`src/rtl/contador_lotes_if.sv`:
```
// contador_lotes_if: control inputs and status outputs of the bottle/box
// lot counter. The master side (sensor logic / bench) drives start_proc,
// inc, dec and mode_wrap; the slave side (the counter) drives the counts,
// pulses, flags and FSM state.
interface contador_lotes_if #(
    parameter int BOT_W = 4,
    parameter int BOX_W = 4
) ();
    logic             start_proc;
    logic             inc;
    logic             dec;
    logic             mode_wrap;
    logic [BOT_W-1:0] bottles;
    logic [BOX_W-1:0] boxes;
    logic             box_done;
    logic             lot_done;
    logic             lot_full;
    logic             overflow;
    logic [1:0]       state;

    modport master (
        output start_proc, inc, dec, mode_wrap,
        input  bottles, boxes, box_done, lot_done, lot_full, overflow, state
    );

    modport slave (
        input  start_proc, inc, dec, mode_wrap,
        output bottles, boxes, box_done, lot_done, lot_full, overflow, state
    );
endinterface

```
`src/rtl/contador_lotes.sv`:
```
// contador_lotes: counts bottle pulses into boxes of BOTTLES_PER_BOX and
// completed boxes up to MAX_BOXES per lot, with reject removal (dec),
// wrap/saturate lot mode, lot-full flag and sticky overflow.
// Optional macro INC_EDGE_DETECT_EN: inc/dec are sensor levels and only a
// 0->1 transition counts (two-cycle latency through a delay register pair).
module contador_lotes #(
    parameter int BOTTLES_PER_BOX = 12,
    parameter int BOT_W           = 4,
    parameter int MAX_BOXES       = 9,
    parameter int BOX_W           = 4
) (
    input  logic            clk,
    input  logic            reset,
    contador_lotes_if.slave bus
);

    typedef enum logic [1:0] {
        ST_IDLE  = 2'd0,
        ST_COUNT = 2'd1,
        ST_FULL  = 2'd2
    } state_t;

    localparam logic [BOT_W-1:0] BOT_LAST = BOT_W'(BOTTLES_PER_BOX - 1);
    localparam logic [BOX_W-1:0] BOX_LAST = BOX_W'(MAX_BOXES);

    state_t           state_q, state_d;
    logic [BOT_W-1:0] bottles_q, bottles_d;
    logic [BOX_W-1:0] boxes_q, boxes_d;
    logic             box_done_q, box_done_d;
    logic             lot_done_q, lot_done_d;
    logic             lot_full_q, lot_full_d;
    logic             overflow_q, overflow_d;

    // Qualified count events after optional edge detection.
    logic inc_evt;
    logic dec_evt;

`ifdef INC_EDGE_DETECT_EN
    logic inc_d1_q, inc_d1_d, inc_d2_q, inc_d2_d;
    logic dec_d1_q, dec_d1_d, dec_d2_q, dec_d2_d;

    // Delay line for the sensor levels; a new lot forgets any pending edge.
    always_comb begin
        inc_d1_d = bus.inc;
        inc_d2_d = inc_d1_q;
        dec_d1_d = bus.dec;
        dec_d2_d = dec_d1_q;
        if (bus.start_proc) begin
            inc_d1_d = 1'b0;
            inc_d2_d = 1'b0;
            dec_d1_d = 1'b0;
            dec_d2_d = 1'b0;
        end
    end

    // Edge-detect delay registers.
    always_ff @(posedge clk or negedge reset) begin
        if (!reset) begin
            inc_d1_q <= 1'b0;
            inc_d2_q <= 1'b0;
            dec_d1_q <= 1'b0;
            dec_d2_q <= 1'b0;
        end else begin
            inc_d1_q <= inc_d1_d;
            inc_d2_q <= inc_d2_d;
            dec_d1_q <= dec_d1_d;
            dec_d2_q <= dec_d2_d;
        end
    end

    assign inc_evt = inc_d1_q & ~inc_d2_q;
    assign dec_evt = dec_d1_q & ~dec_d2_q;
`else
    assign inc_evt = bus.inc;
    assign dec_evt = bus.dec;
`endif

    // Next-state and count logic; start_proc overrides any count event.
    always_comb begin
        state_d    = state_q;
        bottles_d  = bottles_q;
        boxes_d    = boxes_q;
        overflow_d = overflow_q;
        box_done_d = 1'b0;
        lot_done_d = 1'b0;

        if (bus.start_proc) begin
            state_d    = ST_IDLE;
            bottles_d  = '0;
            boxes_d    = '0;
            overflow_d = 1'b0;
        end else begin
            unique case (state_q)
                ST_IDLE: begin
                    if (inc_evt && !dec_evt) begin
                        bottles_d = BOT_W'(1);
                        state_d   = ST_COUNT;
                    end
                end
                ST_COUNT: begin
                    if (inc_evt && !dec_evt) begin
                        if (bottles_q != BOT_LAST) begin
                            bottles_d = bottles_q + BOT_W'(1);
                        end else begin
                            bottles_d  = '0;
                            box_done_d = 1'b1;
                            if (boxes_q != BOX_LAST) begin
                                boxes_d = boxes_q + BOX_W'(1);
                                if ((boxes_q + BOX_W'(1)) == BOX_LAST && !bus.mode_wrap)
                                    state_d = ST_FULL;
                            end else if (bus.mode_wrap) begin
                                boxes_d    = '0;
                                lot_done_d = 1'b1;
                            end else begin
                                // Lot already at its last box when the mode
                                // switched to saturate: hold and go full.
                                state_d = ST_FULL;
                            end
                        end
                    end else if (dec_evt && !inc_evt && bottles_q != '0) begin
                        bottles_d = bottles_q - BOT_W'(1);
                    end
                end
                ST_FULL: begin
                    if (inc_evt && !dec_evt)
                        overflow_d = 1'b1;
                    if (bus.mode_wrap)
                        state_d = ST_COUNT;
                end
                default: begin
                    state_d = ST_IDLE;
                end
            endcase
        end

        lot_full_d = (state_d == ST_FULL);
    end

    // Counter, flag and state registers.
    always_ff @(posedge clk or negedge reset) begin
        if (!reset) begin
            state_q    <= ST_IDLE;
            bottles_q  <= '0;
            boxes_q    <= '0;
            box_done_q <= 1'b0;
            lot_done_q <= 1'b0;
            lot_full_q <= 1'b0;
            overflow_q <= 1'b0;
        end else begin
            state_q    <= state_d;
            bottles_q  <= bottles_d;
            boxes_q    <= boxes_d;
            box_done_q <= box_done_d;
            lot_done_q <= lot_done_d;
            lot_full_q <= lot_full_d;
            overflow_q <= overflow_d;
        end
    end

    assign bus.bottles  = bottles_q;
    assign bus.boxes    = boxes_q;
    assign bus.box_done = box_done_q;
    assign bus.lot_done = lot_done_q;
    assign bus.lot_full = lot_full_q;
    assign bus.overflow = overflow_q;
    assign bus.state    = state_q;

endmodule

```
`src/flat_wrapper.sv`:
```
// flat-port wrapper written by rule: the top's interface ports become plain ports
module contador_lotes_flat 
#(
    parameter int BOTTLES_PER_BOX = 12,
    parameter int BOT_W           = 4,
    parameter int MAX_BOXES       = 9,
    parameter int BOX_W           = 4
)
  (clk, reset, bus_start_proc, bus_inc, bus_dec, bus_mode_wrap, bus_bottles, bus_boxes, bus_box_done, bus_lot_done, bus_lot_full, bus_overflow, bus_state);
  contador_lotes_if #(.BOT_W(BOT_W), .BOX_W(BOX_W)) bus_i ();
  input  logic clk;
  input  logic reset;
  input wire logic [$bits(bus_i.start_proc)-1:0] bus_start_proc;
  input wire logic [$bits(bus_i.inc)-1:0] bus_inc;
  input wire logic [$bits(bus_i.dec)-1:0] bus_dec;
  input wire logic [$bits(bus_i.mode_wrap)-1:0] bus_mode_wrap;
  output wire logic [$bits(bus_i.bottles)-1:0] bus_bottles;
  output wire logic [$bits(bus_i.boxes)-1:0] bus_boxes;
  output wire logic [$bits(bus_i.box_done)-1:0] bus_box_done;
  output wire logic [$bits(bus_i.lot_done)-1:0] bus_lot_done;
  output wire logic [$bits(bus_i.lot_full)-1:0] bus_lot_full;
  output wire logic [$bits(bus_i.overflow)-1:0] bus_overflow;
  output wire logic [$bits(bus_i.state)-1:0] bus_state;
  assign bus_i.start_proc = bus_start_proc;
  assign bus_i.inc = bus_inc;
  assign bus_i.dec = bus_dec;
  assign bus_i.mode_wrap = bus_mode_wrap;
  assign bus_bottles = bus_i.bottles;
  assign bus_boxes = bus_i.boxes;
  assign bus_box_done = bus_i.box_done;
  assign bus_lot_done = bus_i.lot_done;
  assign bus_lot_full = bus_i.lot_full;
  assign bus_overflow = bus_i.overflow;
  assign bus_state = bus_i.state;
  contador_lotes #(.BOTTLES_PER_BOX(BOTTLES_PER_BOX), .BOT_W(BOT_W), .MAX_BOXES(MAX_BOXES), .BOX_W(BOX_W)) u_core (.clk(clk), .reset(reset), .bus(bus_i));
endmodule
```
`config.mk`:
```
export PLATFORM = sky130hd
export DESIGN_NAME = contador_lotes_flat
export DESIGN_NICKNAME = d
export VERILOG_FILES = /design/src/rtl/contador_lotes_if.sv /design/src/rtl/contador_lotes.sv /design/src/flat_wrapper.sv
export SDC_FILE = /design/constraint.sdc
export NUM_CORES = 1
export LEC_CHECK = 0
export CAP_MARGIN = 40
export CORE_UTILIZATION = 35
export DETAILED_ROUTE_END_ITERATION = 7
export SLEW_MARGIN = 20
export SYNTH_ARGS = -nofsm -noshare
export SYNTH_HDL_FRONTEND = slang
export SYNTH_SLANG_ARGS = --single-unit
```
`constraint.sdc`:
```
create_clock -name clk -period 1.8 [get_ports clk]
set_input_delay 0.45 -clock clk [delete_from_list [all_inputs] [get_ports clk]]
set_output_delay 0.45 -clock clk [all_outputs]
set_load 0.1 [all_outputs]
```
==> summary.md <==
| Metric | Value |
|---|---|
| Worst Hold Class | input pin to asynchronous set/reset pin |
| Total Routed Length | 2.19 mm |
| Unrepaired setup endpoints after global routing | true |
| Fmax | roughly 560 MHz |
| FF-to-FF Start | u_core.bus.bottles[1] |
| Storage element area | 364 µm² |
| Area delta synth->final | 67.1% |
| Vias in the first global route | 806 |
| DP HPWL | 1.66 mm |
| Largest family of logic cells by synthesized area | simple AND/OR/NAND/NOR gates |
| Num CTS Buffers | 3 |
| Total power | 0.716 mW |
| Critical path data required time | 1.97 ns |
| Drt first-iter violations | 12 |
| Critical path launch point type | flip-flop |
| Final setup viols | 0 |
| Post-synthesis sequential area ratio | between 40% and 50% |
| Clock Path Buffers | 2 |
| Gr usage total | 18.9% |
| Worst-Margin Slew | 0.459 ns |
| CTS tree | done |
| Residual DRC | 0 |
| Synth Instances | 89 |
| Area fraction in compound gates after synthesis | 16.1% |
| Pwr dens | 501 mW/mm² |
| Root Buffer | clkbuf_4 |
| Flop pwr share | 46.0% |
| Clk pin slew, worst setup/hold paths | ~0.09 ns |
| Setup tns final | 0 ns |
| # diodes | 0 |
| Number of max-slew violations in the final report | 0 |
| Worst Skew | 0.00538 ns |
| Mean Syn Cell Area | just under 10 µm² |
| Critical-path maximum fanout | 5 |
| Top_reg_cell synth | dfrtp_1 |
| Xor/xnor share of the synthesized area | under 10% |
| Num ports | 20 |
| Max Cap Viol | 0 |
| FF+latch count, synth | 14 |
| Routability Congestion | 0.842 |
| Post-synthesis simple-gate area fraction | 30.7% |
| Switch share | 30.0% |
| Pin count of the biggest net entering global routing | 15 |
| Top cell type's share of synthesized area | 41.0% |
| Starting Density | 37.9% |
| Initial antenna violation count | 0 |
| Critical path startpoint | u_core.bus.bottles[1] |
| Cell taking the most area after synthesis | dfrtp_1 |
| Final Hold Vio Count | 0 |
| Vias | 854 |
| Via/cell ratio | between 5 and 6 |
| Fraction of layout cells with a size suffix above 1 | a little over two fifths |
| Combinational Power Share | between 20% and 30% |
| NetSw | 0.215 mW |
| Die ar. | 0.00264 mm² |
| Mapped Nets | 97 |
| Port-buffer cells | 19 |
| Leakage power | 0.608 nW |
| Worst setup EP type | flip-flop |
| Max_slew headroom | 69.0% |
| FILL cells | 206 |
| Die Height | 51.4 µm |
| Status | completed |
| First-pass GRT wire length | 3.70 mm |
| Fin crit period | approximately 1.8 ns |
| Skew-Pair Late Insertion Delay | between 0.2 and 0.3 ns |
| Chip Width | 51.4 µm |
| Yosys warns | 0 |
| Post-synthesis cell area | 855 µm² |
| Post-synthesis adder-cell area fraction | under 10% |
| WP data arrival | between 1.5 and 2 ns |
| Post-synth EDFFs | 0 |
| DRT Pass-1 Iters | 4 |
| Total grt overflow | 0 |
| H-tree Lvls | 1 |
| ANT nets after route | 0 |
| Drt wl/cell | around 14 µm |
| Number of distinct library cells after synthesis | 37 |
| Clock share of power | between 20% and 30% |
| Internal power | 0.501 mW |
| Post-synthesis async set-or-reset flop share | 100% |
| Multiplexer area fraction after synthesis | around 1.2% |
| Final layout net count | 141 |
| Crit path kind | flip-flop to flip-flop |
| Cell Rows | 17 |
| Top cells by area, synth | dfrtp_1 (41%), nor2_1 (4.4%), xnor2_1 (3.1%), a21oi_1 (2.9%), and4bb_2 (2.9%) |
| VDD IR-drop max | 394 µV |
| Tcrit/Tclk final | 98.6% |
| Clock sink count | 14 |
| Core area | 0.00225 mm² |
| Multi-input combinational cell area | 478 µm² |
-- state kept, by name, indices dropped and copies added (netlist names) --
signal / cells
u_core.bus.bottles: 4
u_core.bus.box_done: 1
u_core.bus.boxes: 4
u_core.bus.lot_done: 1
u_core.bus.lot_full: 1
u_core.bus.overflow: 1
u_core.bus.state: 2
-- cell type report --
cell class	count	share of cell area (%)
Inverter	5	1.49
Clock buffer	4	1.84
Multi-Input combinational cell	67	33.5
Timing Repair Buffer	42	35.2
Sequential cell	14	25.5
Tap cell	28	2.45
-- cell usage after synthesis (2+ instances only) --
library cell and instances:
a21oi_1 5, and4bb_2 2, dfrtp_1 14, ha_1 2
inv_1 5, nand2_1 5, nand2b_1 4, nor2_1 10
nor2b_1 4, nor3_1 3, nor3b_1 3, o21ai_0 5
xnor2_1 3
-- critical path: stages (launching register included) --
cell	delay [ns]
dfrtp_4	0.50
inv_4	0.06
ha_4	0.12
or3b_4	0.40
a211oi_4	0.32
nor2_1	0.09
a22o_1	0.18
-- metrics by stage --
stage | setup WS (ns) | util, % | instances | hold WS (ns) | instance area (µm²)
finish | 0.0260 | 63.3 | 160 | 0.482 | 1430
global route | -0.0441 | 63.3 | 160 | 0.496 | 1430
CTS | 0.0373 | 62.2 | 159 | 0.491 | 1400
detailed placement | -0.185 | 61.0 | 155 | 0.554 | 1380
global placement | -0.131 | 61.0 | 155 | 0.550 | 1380
floorplan | -0.0946 | - | 89 | 0.154 | 868
-- repair_timing --
action	4_1_cts	5_1_grt
setup endpoints to repair	0	6
buffers inserted	0	1
resized for setup	0	6
hold buffers	0	0
hold endpoints to repair	0	0
-- routing by layer --
layer / up-vias / global-route usage (%) / wire length [µm]
li1: 408 / - / -
met1: 416 / 24.7 / 1010
met2: 25 / 30.5 / 1050
met3: 5 / 3.57 / 107
met4: 0 / 7.66 / 25
met5: - / 0 / 0
-- logic make-up after synthesis --
| kind of cell | Yosys count |
|---|---|
| AO/OA/AOI/OAI | 19 |
| AND/OR/NAND/NOR | 42 |
| adder cells (fa/ha/maj) | 2 |
| multiplexers | 1 |
| buffers and inverters | 8 |
| flip-flops | 14 |
| XOR/XNOR | 3 |
-- layout by cell type, fill, tap and decap left out, types with 4 or more instances in the layout --
cell type,n
nor2_1,10
nor2b_1,4
nand2_1,5
o21ai_0,5
a21oi_1,4
buf_12,14
dfrtp_2,5
nand2b_1,4
dfrtp_1,7
clkdlybuf4s50_1,5
buf_4,23
-- final timing paths --
path | endpoint | slack [ns] | depth (start not counted)
worst min register to register | u_core.bus.overflow | 0.57 | 2
worst max-delay path | u_core.bus.bottles[0] | 0.03 | 6
worst min-delay path | u_core.bus.boxes[3] | 0.48 | 2
max in group asynchronous | u_core.bus.state[1] | 1.12 | 2
min in group clk | u_core.bus.overflow | 0.57 | 2
worst max register to register | u_core.bus.bottles[0] | 0.03 | 6
-- power by group through the flow --
stage | clock (mW) | combinational [mW] | sequential (mW)
2_1_floorplan | 0 | 0.0553 | 0.377
3_3_place_gp | 0 | 0.187 | 0.334
3_5_place_dp | 0 | 0.189 | 0.334
4_1_cts | 0.191 | 0.190 | 0.328
5_1_grt | 0.203 | 0.213 | 0.330
6_report | 0.187 | 0.199 | 0.329
(Power assumes the default switching activity.)
